File: src/rtl/regfile_pkg.sv
// -----------------------------------------------------------------------------
// regfile_pkg
// Shared definitions for the multiport register file:
//   - default parameter values (DATA_W, DEPTH, NUM_RD)
//   - clear-sweep FSM state encoding
//   - small helper for in-range index checks
// -----------------------------------------------------------------------------
package regfile_pkg;

    localparam int DEF_DATA_W = 12;
    localparam int DEF_DEPTH  = 8;
    localparam int DEF_NUM_RD = 2;

    // Clear-sweep controller states
    typedef enum logic [0:0] {
        IDLE  = 1'b0,
        CLEAR = 1'b1
    } clear_state_t;

    // True when idx addresses an existing entry. The index is widened by
    // one bit so a depth of 2**N can be compared without overflow.
    function automatic logic idx_in_range(input logic [8:0] idx_ext, input logic [8:0] depth);
        return (idx_ext < depth);
    endfunction

endpackage

File: src/rtl/regfile_read_port.sv
// -----------------------------------------------------------------------------
// regfile_read_port
// One registered read port of the register file. Selects the addressed entry
// (zero when the entry is invalid or the index is out of range), optionally
// replaced by forwarded write data, and registers it when read_en is high.
//
// Ports:
//   clk, rst      : clock, asynchronous active-high reset
//   read_en       : read request, sampled on the rising edge
//   read_addr     : entry index to read
//   mem_flat      : all entries, entry i at [i*DATA_W +: DATA_W]
//   entry_valid   : per-entry written flag
//   bypass_hit    : forward bypass_data instead of the stored entry
//   bypass_data   : data being written this cycle
//   read_out      : registered read data (holds while read_en is low)
//   read_valid    : one-cycle qualifier per accepted request
// -----------------------------------------------------------------------------
module regfile_read_port #(
    parameter int DATA_W = 12,
    parameter int DEPTH  = 8,
    parameter int ADDR_W = 3
) (
    input  logic                    clk,
    input  logic                    rst,
    input  logic                    read_en,
    input  logic [ADDR_W-1:0]       read_addr,
    input  logic [DEPTH*DATA_W-1:0] mem_flat,
    input  logic [DEPTH-1:0]        entry_valid,
    input  logic                    bypass_hit,
    input  logic [DATA_W-1:0]       bypass_data,
    output logic [DATA_W-1:0]       read_out,
    output logic                    read_valid
);

    logic [DATA_W-1:0] sel_data_s;
    logic [DATA_W-1:0] rd_data_s;
    logic [DATA_W-1:0] read_out_r;
    logic              read_valid_r;

    // AND-OR mux over all entries; out-of-range indices match nothing and
    // invalid entries are masked, so both read back as zero.
    always_comb begin
        sel_data_s = {DATA_W{1'b0}};
        for (int i = 0; i < DEPTH; i++) begin
            sel_data_s = sel_data_s |
                (mem_flat[i*DATA_W +: DATA_W] &
                 {DATA_W{(read_addr == ADDR_W'(i)) && entry_valid[i]}});
        end
        if (bypass_hit) begin
            rd_data_s = bypass_data;
        end else begin
            rd_data_s = sel_data_s;
        end
    end

    // Read data register: updates only on a request, qualifier pulses per request
    always_ff @(posedge clk or posedge rst) begin
        if (rst) begin
            read_out_r   <= {DATA_W{1'b0}};
            read_valid_r <= 1'b0;
        end else begin
            read_valid_r <= read_en;
            if (read_en) begin
                read_out_r <= rd_data_s;
            end
        end
    end

    assign read_out   = read_out_r;
    assign read_valid = read_valid_r;

endmodule

File: src/rtl/multiport_register_file.sv
// -----------------------------------------------------------------------------
// multiport_register_file
// Register file with one write port, NUM_RD registered read ports (1-cycle
// latency) and a background clear sweep that zeroes one entry per cycle.
//
// Configuration macro:
//   REGFILE_WRITE_BYPASS_EN  defined   -> write-first: a same-cycle read of an
//                                         entry being written returns data_in
//                            undefined -> read-first: returns old content
//
// Ports:
//   clk, rst     : clock, asynchronous active-high reset
//   write_en     : write request (dropped while busy or out of range)
//   write_addr   : write index
//   data_in      : write data
//   read_en      : per-port read request
//   read_addr    : packed read indices, port p at [p*ADDR_W +: ADDR_W]
//   read_out     : packed registered read data, port p at [p*DATA_W +: DATA_W]
//   read_valid   : per-port read-data qualifier
//   clear_req    : start a full clear sweep (ignored while one runs)
//   busy         : high while the clear sweep runs
//   entry_valid  : per-entry written-since-clear flag
// -----------------------------------------------------------------------------
module multiport_register_file
    import regfile_pkg::*;
#(
    parameter int DATA_W = DEF_DATA_W,
    parameter int DEPTH  = DEF_DEPTH,
    parameter int NUM_RD = DEF_NUM_RD,
    localparam int ADDR_W = $clog2(DEPTH)
) (
    input  logic                     clk,
    input  logic                     rst,
    input  logic                     write_en,
    input  logic [ADDR_W-1:0]        write_addr,
    input  logic [DATA_W-1:0]        data_in,
    input  logic [NUM_RD-1:0]        read_en,
    input  logic [NUM_RD*ADDR_W-1:0] read_addr,
    output logic [NUM_RD*DATA_W-1:0] read_out,
    output logic [NUM_RD-1:0]        read_valid,
    input  logic                     clear_req,
    output logic                     busy,
    output logic [DEPTH-1:0]         entry_valid
);

    localparam logic [8:0] DEPTH_EXT = 9'(DEPTH);

    clear_state_t          state_r;
    clear_state_t          state_next_s;
    logic [ADDR_W-1:0]     clr_cnt_r;
    logic [ADDR_W-1:0]     clr_cnt_next_s;
    logic                  busy_r;
    logic                  clear_active_s;
    logic                  clr_last_s;

    logic [DATA_W-1:0]       mem_r [DEPTH];
    logic [DEPTH-1:0]        entry_valid_r;
    logic [DEPTH*DATA_W-1:0] mem_flat_s;
    logic                    wr_accept_s;
    logic [NUM_RD-1:0]       bypass_hit_s;

    assign clear_active_s = (state_r == CLEAR);
    assign clr_last_s     = (clr_cnt_r == ADDR_W'(DEPTH - 1));
    assign wr_accept_s    = write_en && !clear_active_s &&
                            idx_in_range(9'(write_addr), DEPTH_EXT);

    // Clear-sweep next state and counter; clear_req is only honoured in IDLE
    always_comb begin
        state_next_s   = state_r;
        clr_cnt_next_s = clr_cnt_r;
        case (state_r)
            IDLE: begin
                if (clear_req) begin
                    state_next_s   = CLEAR;
                    clr_cnt_next_s = {ADDR_W{1'b0}};
                end else begin
                    state_next_s   = IDLE;
                end
            end
            CLEAR: begin
                if (clr_last_s) begin
                    state_next_s   = IDLE;
                    clr_cnt_next_s = {ADDR_W{1'b0}};
                end else begin
                    clr_cnt_next_s = clr_cnt_r + ADDR_W'(1);
                end
            end
            default: begin
                state_next_s   = IDLE;
                clr_cnt_next_s = {ADDR_W{1'b0}};
            end
        endcase
    end

    // Clear-sweep state, counter and registered busy flag
    always_ff @(posedge clk or posedge rst) begin
        if (rst) begin
            state_r   <= IDLE;
            clr_cnt_r <= {ADDR_W{1'b0}};
            busy_r    <= 1'b0;
        end else begin
            state_r   <= state_next_s;
            clr_cnt_r <= clr_cnt_next_s;
            busy_r    <= (state_next_s == CLEAR);
        end
    end

    // Storage array: sweep clears one entry per cycle, writes blocked meanwhile
    always_ff @(posedge clk or posedge rst) begin
        if (rst) begin
            for (int i = 0; i < DEPTH; i++) begin
                mem_r[i] <= {DATA_W{1'b0}};
            end
            entry_valid_r <= {DEPTH{1'b0}};
        end else if (clear_active_s) begin
            mem_r[clr_cnt_r]         <= {DATA_W{1'b0}};
            entry_valid_r[clr_cnt_r] <= 1'b0;
        end else if (wr_accept_s) begin
            mem_r[write_addr]         <= data_in;
            entry_valid_r[write_addr] <= 1'b1;
        end
    end

    for (genvar i = 0; i < DEPTH; i++) begin : g_flat
        assign mem_flat_s[i*DATA_W +: DATA_W] = mem_r[i];
    end

    for (genvar p = 0; p < NUM_RD; p++) begin : g_rd
`ifdef REGFILE_WRITE_BYPASS_EN
        // Write-first: forward data_in when this port reads the entry being written
        assign bypass_hit_s[p] = wr_accept_s &&
                                 (read_addr[p*ADDR_W +: ADDR_W] == write_addr);
`else
        assign bypass_hit_s[p] = 1'b0;
`endif

        regfile_read_port #(
            .DATA_W (DATA_W),
            .DEPTH  (DEPTH),
            .ADDR_W (ADDR_W)
        ) u_read_port (
            .clk         (clk),
            .rst         (rst),
            .read_en     (read_en[p]),
            .read_addr   (read_addr[p*ADDR_W +: ADDR_W]),
            .mem_flat    (mem_flat_s),
            .entry_valid (entry_valid_r),
            .bypass_hit  (bypass_hit_s[p]),
            .bypass_data (data_in),
            .read_out    (read_out[p*DATA_W +: DATA_W]),
            .read_valid  (read_valid[p])
        );
    end

    assign busy        = busy_r;
    assign entry_valid = entry_valid_r;

endmodule

File: config.mk
export PLATFORM = sky130hd
export DESIGN_NAME = multiport_register_file
export DESIGN_NICKNAME = d
export VERILOG_FILES = /design/src/rtl/regfile_pkg.sv /design/src/rtl/regfile_read_port.sv /design/src/rtl/multiport_register_file.sv
export SDC_FILE = /design/constraint.sdc
export NUM_CORES = 1
export LEC_CHECK = 0
export ABC_AREA = 1
export CAP_MARGIN = 20
export CORE_AREA = 2 2 136 138
export DETAILED_ROUTE_END_ITERATION = 10
export DIE_AREA = 0 0 138 140
export PLACE_DENSITY = 0.64
export SLEW_MARGIN = 5
export SYNTH_ARGS = -nofsm -noshare
export SYNTH_HDL_FRONTEND = slang
export SYNTH_SLANG_ARGS = --single-unit
export TNS_END_PERCENT = 20
File: constraint.sdc
create_clock -name clk -period 6.3 [get_ports clk]
set_clock_uncertainty 0.2 [all_clocks]
set_input_delay 1.26 -clock clk [delete_from_list [all_inputs] [get_ports clk]]
set_output_delay 1.26 -clock clk [all_outputs]
set_load 0.005 [all_outputs]
---- After elaboration in Yosys (flattened, before gate mapping) ----
Index checks and enable logic that the tools add are counted.
cells by class
  add/subtract/negate cells ............... 1
  bitwise logic cells ..................... 38
  magnitude comparators ................... 8
  mux-type cells .......................... 19
  reduce and logical (&&, ||, !) cells .... 25
  equality and inequality tests ........... 16
operator list
  cell                                                               number
  bitwise AND 12 bit                                                 16
  two-way mux 96 bit                                                 2
  OR 12 bit                                                          14
  bitwise AND 96 bit                                                 1
  bitwise mux 96 bit                                                 1
  inverter 96 bit                                                    1
  demux 12 bit (select 3 bit)                                        2
  equality test 3 bit, second input constant                         9
  two-way mux 12 bit                                                 2
  logical AND 1 bit                                                  21
  two-way mux 8 bit                                                  2
  equality test 3 x 2 -> 1 bit, second input constant                4
  bitwise AND 8 bit                                                  1
  greater-or-equal comparator 4 bit, second input constant           2
  less-than comparator 3 x 4 -> 1 bit, second input constant         2
  less-than comparator 4 x 1 -> 1 bit, second input constant         2
  inverter 3 -> 4 bit                                                2
  inverter 8 bit                                                     1
  OR 8 bit                                                           1
  demux 1 bit (select 3 bit)                                         2
  equality test 3 x 1 -> 1 bit, second input constant                2
  greater-or-equal comparator 3 x 1 -> 1 bit, second input constant  2
  zero test 3 bit                                                    2
  two-way mux 3 bit                                                  2
  8 further kinds                                                    11
storage, ports and cells
  output and inout bits ................... 35
  input bits .............................. 27
  register bits ........................... 134
  logic and storage cells ................. 122

---- Depth between registers and ports, before layout ----
Gate-level depths: netlist (run 1).
  depth in word-level cells ............... 10
  depth in mapped cells ................... 10

---- Hierarchy ----
From an unflattened synthesis (run 1), not the netlist that was laid out.
second synthesis, totals
  cell total of the unflattened synthesis .. 1167
  area total of the unflattened synthesis .. 7858.8 um^2
modules (own cells, without submodules)
  module                                   area each (um^2)  times used  cells each  seq. area each (um^2)
  multiport_register_file                  4591.9            1           517         2702.6
  regfile_read_port (g_rd[0].u_read_port)  1636.6            1           325         325.3
  regfile_read_port (g_rd[1].u_read_port)  1630.3            1           325         325.3

---- Worst setup path after synthesis (run 1) ----
OpenSTA, ideal clock, no wires.
  kind .................................... input to register
  from .................................... input port read_addr[2]
  to ...................................... register g_rd[0].u_read_port.read_out_r[0]
  data required time ...................... 5.983 ns
  path buffers ............................ 2
  arrival time ............................ 2.005 ns
  stages on the path ...................... 10
  slack ................................... 3.979 ns
  library setup time ...................... 0.117 ns
  cell sequence ........................... buf_2 -> nand2_1 -> inv_1 -> buf_2 -> nand3_1 -> nand2_1 -> nor2_1 -> nand2_1 -> nand2_1 -> nand2_1
between the ends
  word-level cells in the longest chain between the ends .. 10
  elaborated cells between the ends (all ways) .. 31
  those cells by class .................... 7 x eq/ne; 15 x bitwise; 9 x reduce/logical
ends and longest elaborated chain
  item                                                             RTL line                       source
  start, declared                                                  multiport_register_file.sv:38  input logic [NUM_RD*ADDR_W-1:0] read_addr,
  equality test 3 x 1 -> 1 bit or zero test 3 bit (tied branches)  regfile_read_port.sv:47        {DATA_W{(read_addr == ADDR_W'(i)) && entry_valid[i]}});
  logical AND 1 bit                                                regfile_read_port.sv:47
  bitwise AND 12 bit                                               regfile_read_port.sv:46        (mem_flat[i*DATA_W +: DATA_W] &
  OR 12 bit (6 in series)                                          regfile_read_port.sv:45        sel_data_s = sel_data_s |
  OR 12 bit *                                                      regfile_read_port.sv:45
  end signal, assigned                                             regfile_read_port.sv:59        read_out_r <= {DATA_W{1'b0}};
  end signal, assigned                                             regfile_read_port.sv:64        read_out_r <= rd_data_s;
  end, declared                                                    regfile_read_port.sv:37        logic [DATA_W-1:0] read_out_r;
Every way passes the cells marked *; elsewhere a longest branch is shown, timed or not.
A chain may end at the register's enable or synchronous reset.

---- Final worst setup path (run 1) ----
  from .................................... input port read_addr[5]
  to ...................................... register g_rd[1].u_read_port.read_out_r[9]
between the ends
  word-level cells in the longest chain between the ends .. 10
  elaborated cells between the ends (all ways) .. 31
  those cells by class .................... 7 x eq/ne; 15 x bitwise; 9 x reduce/logical
ends and longest elaborated chain
  item                                                             RTL line
  equality test 3 x 1 -> 1 bit or zero test 3 bit (tied branches)  regfile_read_port.sv:47
  logical AND 1 bit                                                regfile_read_port.sv:47
  bitwise AND 12 bit                                               regfile_read_port.sv:46
  OR 12 bit (6 in series)                                          regfile_read_port.sv:45
  OR 12 bit *                                                      regfile_read_port.sv:45
  end signal, assigned                                             regfile_read_port.sv:59
  end signal, assigned                                             regfile_read_port.sv:64
  end, declared                                                    regfile_read_port.sv:37
Marks and branches as above.

==> results of run 1 <==
## layout by cell type, fill, tap and decap left out, drive strengths merged
cell             n
dfrtp          134
nand2          252
a21oi            1
nand3          266
or2              2
clkdlybuf4s50   61
nor2            68
buf              4
bufinv           6
nand4            8
ha               2
o22ai            1
clkbuf          21
o21ai           98
clkinv           4
inv             41
## per-layer routing
layer	vias to the layer above	GRT usage [%]	share of wire [%]
met1	3264	32.8	44
met3	49	5.30	7.3
met4	0	10.9	3.8
met2	340	36.1	44
met5	-	0	0
li1	3175	-	-
## cells by family (layout without fill, tap and decap cells)
logic type                 after synthesis  after routing
and+or+nand+nor                        596            596
buffers and inverters                  104            137
DFF                                    134            134
adders and majority gates                2              2
AOI/OAI and AO/OA                      100            100
## path summary, 6_finish.rpt
kind                                                      start                              end  slack (ps)  cells after the start
min in group asynchronous                                   rst  g_rd[0].u_read_port.read_out[9]        1170                      2
worst max register to register                             busy                   mem_flat_s[17]        4060                      5
worst min-delay path            g_rd[0].u_read_port.read_out[9]  g_rd[0].u_read_port.read_out[9]         280                      2
worst min register to register  g_rd[0].u_read_port.read_out[9]  g_rd[0].u_read_port.read_out[9]         280                      2
max in group asynchronous                                   rst                   mem_flat_s[25]        3670                      3
worst max-delay path                               read_addr[5]  g_rd[1].u_read_port.read_out[9]        3180                      8
## power by group through the flow
| stage | sequential, uW | combinational (uW) | clock [uW] |
|---|---|---|---|
| after floorplan | 1200 | 417 | 0 |
| after global placement | 1250 | 620 | 0 |
| after detailed placement | 1250 | 630 | 0 |
| after CTS | 1240 | 633 | 1140 |
| after global routing | 1270 | 709 | 1180 |
| final | 1250 | 641 | 1130 |
## worst max-delay path, stage by stage
cell and delay [ps]:
clkdlybuf4s50_1 590, nor2_1 920, nand3_1 180, nand2_1 110, nor2_1 40, nand2_1 60, nand2_1 60, nand2_1 80
## layout make-up
class	count	share of cell area, %
flip-flops and latches	134	40.4
multi-input cells	698	38.4
repair buffers	65	7.90
clock buffers	21	5.55
well taps	229	3.45
clock inverters	10	2.41
inverters	41	1.88
## state kept, by name, indices dropped and copies added (netlist names)
name,cells
mem_flat_s,96
g_rd.u_read_port.read_out,24
entry_valid,8
clr_cnt_r,3
g_rd.u_read_port.read_valid,2
busy,1
## stage by stage
stage | utilization [%] | std cells
after floorplan | - | 936
after global placement | 42.8 | 1165
after detailed placement | 42.8 | 1165
after CTS | 46.5 | 1196
after global routing | 46.7 | 1198
final | 46.7 | 1198
==> impl_metrics.py, run 1 <==
metrics = {
    "run": {
        "maxCapViolCount": 0,
    },
    "placed_design": {
        "pre_cts_ws_ps": 2770,
        "port_buffers": 61,
        "place_area_um2": 7610,
        "gp_congestion": 0.890,
        "dp_hpwl_um": 15000,
    },
    "route": {
        "via_per_inst": 5.70,
        "firstDrtPassIters": 5,
        "totalWireLength_um": 22700,
        "drc": 0,
        "wl_per_cell_um": 19.0,
        "ant_nets": 0,
        "drt_iter0_drc": 793,
        "vias": 6828,
    },
    "worst_setup_path": {
        "path_class": "primary input to flop",
        "cp-end-kind": "flop",
        "cp-start-kind": "primary input",
        "crit_arrival_ps": 3300,
        "worstPathRequired_ps": 6470,
        "crit_fanout": 12,
    },
    "cells_and_area": {
        "area_growth_pct": 18.3,
        "multi_input_area_um2": 3190,
        "nets": 986,
        "layout-drive-gt1-share_pct": 5.68,
        "antennaDiodeCount": 0,
        "design_area_um2": 8300,
        "regArea_um2": 3350,
        "fill_cells": 1797,
    },
    "synth": {
        "syn_nets": 965,
        "ys_types": 23,
        "synth_top_family_by_area": "simple AND/OR/NAND/NOR gates",
        "synth_xor_area_share_pct": 0,
        "syn_area_um2": 7020,
        "async_flop_share_pct": 100,
        "synth_cells": 936,
        "synth_mux_area_share_pct": 0,
        "ys.flop_type": "dfrtp_1",
        "synth_seq_area_share_pct": 47.8,
        "yosysMostFrequentCell": "nand3_1",
        "yosys.area_share.simple_pct": 37.9,
        "synth_area_leaders": "dfrtp_1, nand3_1, nand2_1, o21ai_1, nor2_1",
        "avgSynthCellArea_um2": 7.50,
        "yosys.area_share.adder_pct": 0.357,
        "synth_compound_area_share_pct": 7.15,
        "synth-edff-count": 0,
        "yosys-top-cells-count": "nand3_1, nand2_1, dfrtp_1, nor2_1, o21ai_1",
        "synth_top_cell_by_area": "dfrtp_1",
        "synth_top_area_share_pct": 47.8,
        "synth_warnings": 0,
        "synth_seq_cells": 134,
    },
    "clock_network": {
        "cts_setup_buffers": 0,
        "cts-buffers-inserted": 17,
        "clock-sinks": 134,
        "clk-insertion-delay-late_ps": 430,
        "clockBufferDepth": 2,
        "htreeDepth": 4,
        "cts_tree": "built",
        "hold_buffers": 0,
        "clk_pin_slew_ps": 60,
        "ctsResizeCount": 0,
        "cts_root_buf": "clkbuf_16",
    },
    "floorplanning": {
        "die_height_um": 140,
        "die_x_um": 138,
        "design.core.area_um2": 17800,
        "initial_utilization_pct": 39.5,
        "rows": 49,
        "io-pin-count": 62,
        "die_area_um2": 19300,
    },
    "timing": {
        "maxSlewHeadroom_pct": 26.8,
        "worstMarginPinSlew_ps": 1090,
        "rsz0062_at_grt": "no",
        "fmax_mhz": 320,
        "setup_slack_ps": 3180,
        "min_period_over_period_pct": 49.6,
        "period_needed_ps": 3120,
        "setup_viol": 0,
        "whs_ps": 275,
        "hold_viol_final": 0,
        "tns_ps": 0,
        "finalMaxSlewViolations": 0,
    },
    "power": {
        "leakagePower_uw": 0.00422,
        "power.total_uw": 3020,
        "seqPwrFrac_pct": 41.3,
        "pwr-share-clk_pct": 37.5,
        "p_comb_share_pct": 21.2,
        "p_sw_share_pct": 32.9,
        "power_density_nw_per_um2": 364,
        "p_int_uw": 2030,
        "switching_power_uw": 995,
        "ir_worst_vdd_mv": 0.192,
    },
    "grt": {
        "grt_antenna_before_repair": 0,
        "grt_overflow": 0,
        "grt_pass1_wl_um": 36200,
        "grt_max_degree": 71,
        "first_global_vias": 6280,
        "grt_usage_pct": 23.8,
    },
    "status": {
        "run_status": "finished clean",
    },
    "worst_hold_path": {
        "hold_path.class": "flop to flop",
    },
}
No activity file was read; power rests on OpenSTA's default activity.
==> run 2, diff against run 1 <==
Settings changed: PLACE_DENSITY 0.64 to 0.66.
Clock period 6.3 ns to 2.7 ns, I/O delays scaled along.
==> run 2 against run 1 <==
Net effect: sequential power grew 140%; global-route usage rose by 0.36 points; register-to-register slack worse by 3400 ps; worst hold slack is essentially flat; wire length grew 1.1%; critical endpoint is now g_rd[1].u_read_port.read_out[2]; largest cell class unchanged; largest power group unchanged; highest routed layer unchanged.
==> impl_metrics.py, run 2 (synthesized netlist as in run 1, its figures left out) <==
metrics = {
    "status": {
        "run_status": "finished clean",
    },
    "floorplanning": {
        "rows": 49,
        "die_height_um": 140,
        "die_area_um2": 19300,
        "io-pin-count": 62,
        "die_x_um": 138,
        "initial_utilization_pct": 39.5,
        "design.core.area_um2": 17800,
    },
    "route": {
        "via_per_inst": 5.56,
        "ant_nets": 0,
        "totalWireLength_um": 23000,
        "firstDrtPassIters": 6,
        "vias": 6793,
        "drc": 0,
        "wl_per_cell_um": 18.8,
        "drt_iter0_drc": 918,
    },
    "power": {
        "leakagePower_uw": 0.00433,
        "power_density_nw_per_um2": 822,
        "power.total_uw": 7010,
        "ir_worst_vdd_mv": 0.493,
    },
    "cells_and_area": {
        "final_common_cell": "nand3_1",
        "regArea_um2": 3350,
        "layout-drive-gt1-share_pct": 8.16,
        "area_growth_pct": 21.5,
        "layout_common_cells": "nand3_1, nand2_1, dfrtp_1, clkdlybuf4s50_1, nor2_1",
        "fin_util_pct": 47.9,
        "design_area_um2": 8520,
        "fill_cells": 1761,
        "fin_cells": 1222,
        "antennaDiodeCount": 0,
        "largest_reg_flops": 96,
        "multi_input_area_um2": 3190,
        "nets": 1012,
    },
    "clock_network": {
        "hold_buffers": 0,
        "ctsResizeCount": 0,
        "clock-sinks": 134,
        "clockBufferDepth": 2,
        "cts_setup_buffers": 0,
        "clk_pin_slew_ps": 50,
        "cts-buffers-inserted": 17,
        "htreeDepth": 4,
        "cts_tree": "built",
        "clk-insertion-delay-late_ps": 430,
        "cts_root_buf": "clkbuf_16",
    },
    "grt": {
        "met1_usage_pct": 33.9,
        "grt.busiest_layer": "met2",
        "grt_pass1_wl_um": 36400,
        "globalRouteMet3Util_pct": 6.32,
        "use_met2_pct": 36.2,
        "grt_antenna_before_repair": 0,
        "first_global_vias": 6276,
        "grt_usage_pct": 24.2,
        "grt_max_degree": 83,
        "grt_overflow": 0,
    },
    "worst_setup_path": {
        "r2r-start": "entry_valid[2]",
        "crit_fanout": 12,
        "r2r_slack_ps": 610,
        "r2r-end": "g_rd[1].u_read_port.read_out[2]",
        "path_class": "primary input to flop",
        "cp-start-kind": "primary input",
        "worstRegToRegCells": 8,
        "crit_arrival_ps": 2500,
        "path_cells": "clkdlybuf4s50_1 > nor2_1 > nand3_1 > nand2_1 > nor2_1 > nand2_1 > nand2_1 > nand2_1",
        "critical-path-max-stage-delay_ps": 770,
        "crit_top_cell": "nand2_1",
        "slowest_stage": "nor2_1",
        "worstPathRequired_ps": 2860,
        "cp-end-kind": "flop",
    },
    "placed_design": {
        "dp_cells": 1193,
        "gp_congestion": 0.896,
        "port_buffers": 61,
        "place_area_um2": 7900,
        "dp_hpwl_um": 15400,
    },
    "worst_hold_path": {
        "whs_endpoint": "g_rd[0].u_read_port.read_out[7]",
        "min_delay_path_depth": 2,
        "hp-start": "g_rd[0].u_read_port.read_out[7]",
        "hold_path.class": "flop to flop",
    },
    "timing": {
        "fmax_mhz": 428,
        "period_needed_ps": 2330,
        "setup_viol": 0,
        "hold_viol_final": 0,
        "finalMaxSlewViolations": 0,
        "maxSlewHeadroom_pct": 26.7,
        "min_period_over_period_pct": 86.5,
        "rsz0062_at_grt": "no",
        "worstMarginPinSlew_ps": 1100,
        "tns_ps": 0,
    },
    "run": {
        "maxCapViolCount": 0,
    },
}
## run 2: how the worst max path moves through the flow
stage	from	end	slack, ps	cells after the start
final	read_addr[5]	g_rd[1].u_read_port.read_out[2]	370	8
after global placement	read_addr[2]	g_rd[0].u_read_port.read_out[0]	5	8
after detailed placement	read_addr[2]	g_rd[0].u_read_port.read_out[0]	-7	8
after floorplan	rst	busy	290	1
after global routing	read_addr[5]	g_rd[1].u_read_port.read_out[10]	140	8
after CTS	busy	busy	370	1
## run 2: area by class of cell
cell class              instances  share of cell area [%]
clock buffers                  21                    5.64
clock inverters                 8                    1.73
inverters                      41                    1.85
multi-input cells             698                    37.4
flip-flops and latches        134                    39.3
well taps                     229                    3.36
repair buffers                 91                    10.7
## run 2: critical path, delay by kind of cell
kind | cells | cell delay, ps
and+or+nand+nor | 7 | 1380
buffers and inverters | 1 | 560
## run 2: routing by layer
layer | share of wire [%] | vias up | routed length (um)
met4 | 3.2 | 0 | 730
met3 | 9.6 | 63 | 2200
met5 | 0 | - | 0
met2 | 44 | 388 | 10200
li1 | - | 3220 | -
met1 | 43 | 3122 | 9900
## run 2: report_power, final
| part | switching (uW) | total (uW) | internal, uW |
|---|---|---|---|
| clock network | 843 | 2470 | 1620 |
| registers | 486 | 2960 | 2470 |
| logic | 1010 | 1580 | 570 |
| total | 2340 | 7010 | 4660 |
## run 2: metrics by stage
stage / setup slack [ps] / hold WS, ps
6_report: 365 / 276
4_1_cts: 365 / 283
3_3_place_gp: 5.46 / 265
2_1_floorplan: 295 / 272
5_1_grt: 141 / 294
3_5_place_dp: -6.57 / 267
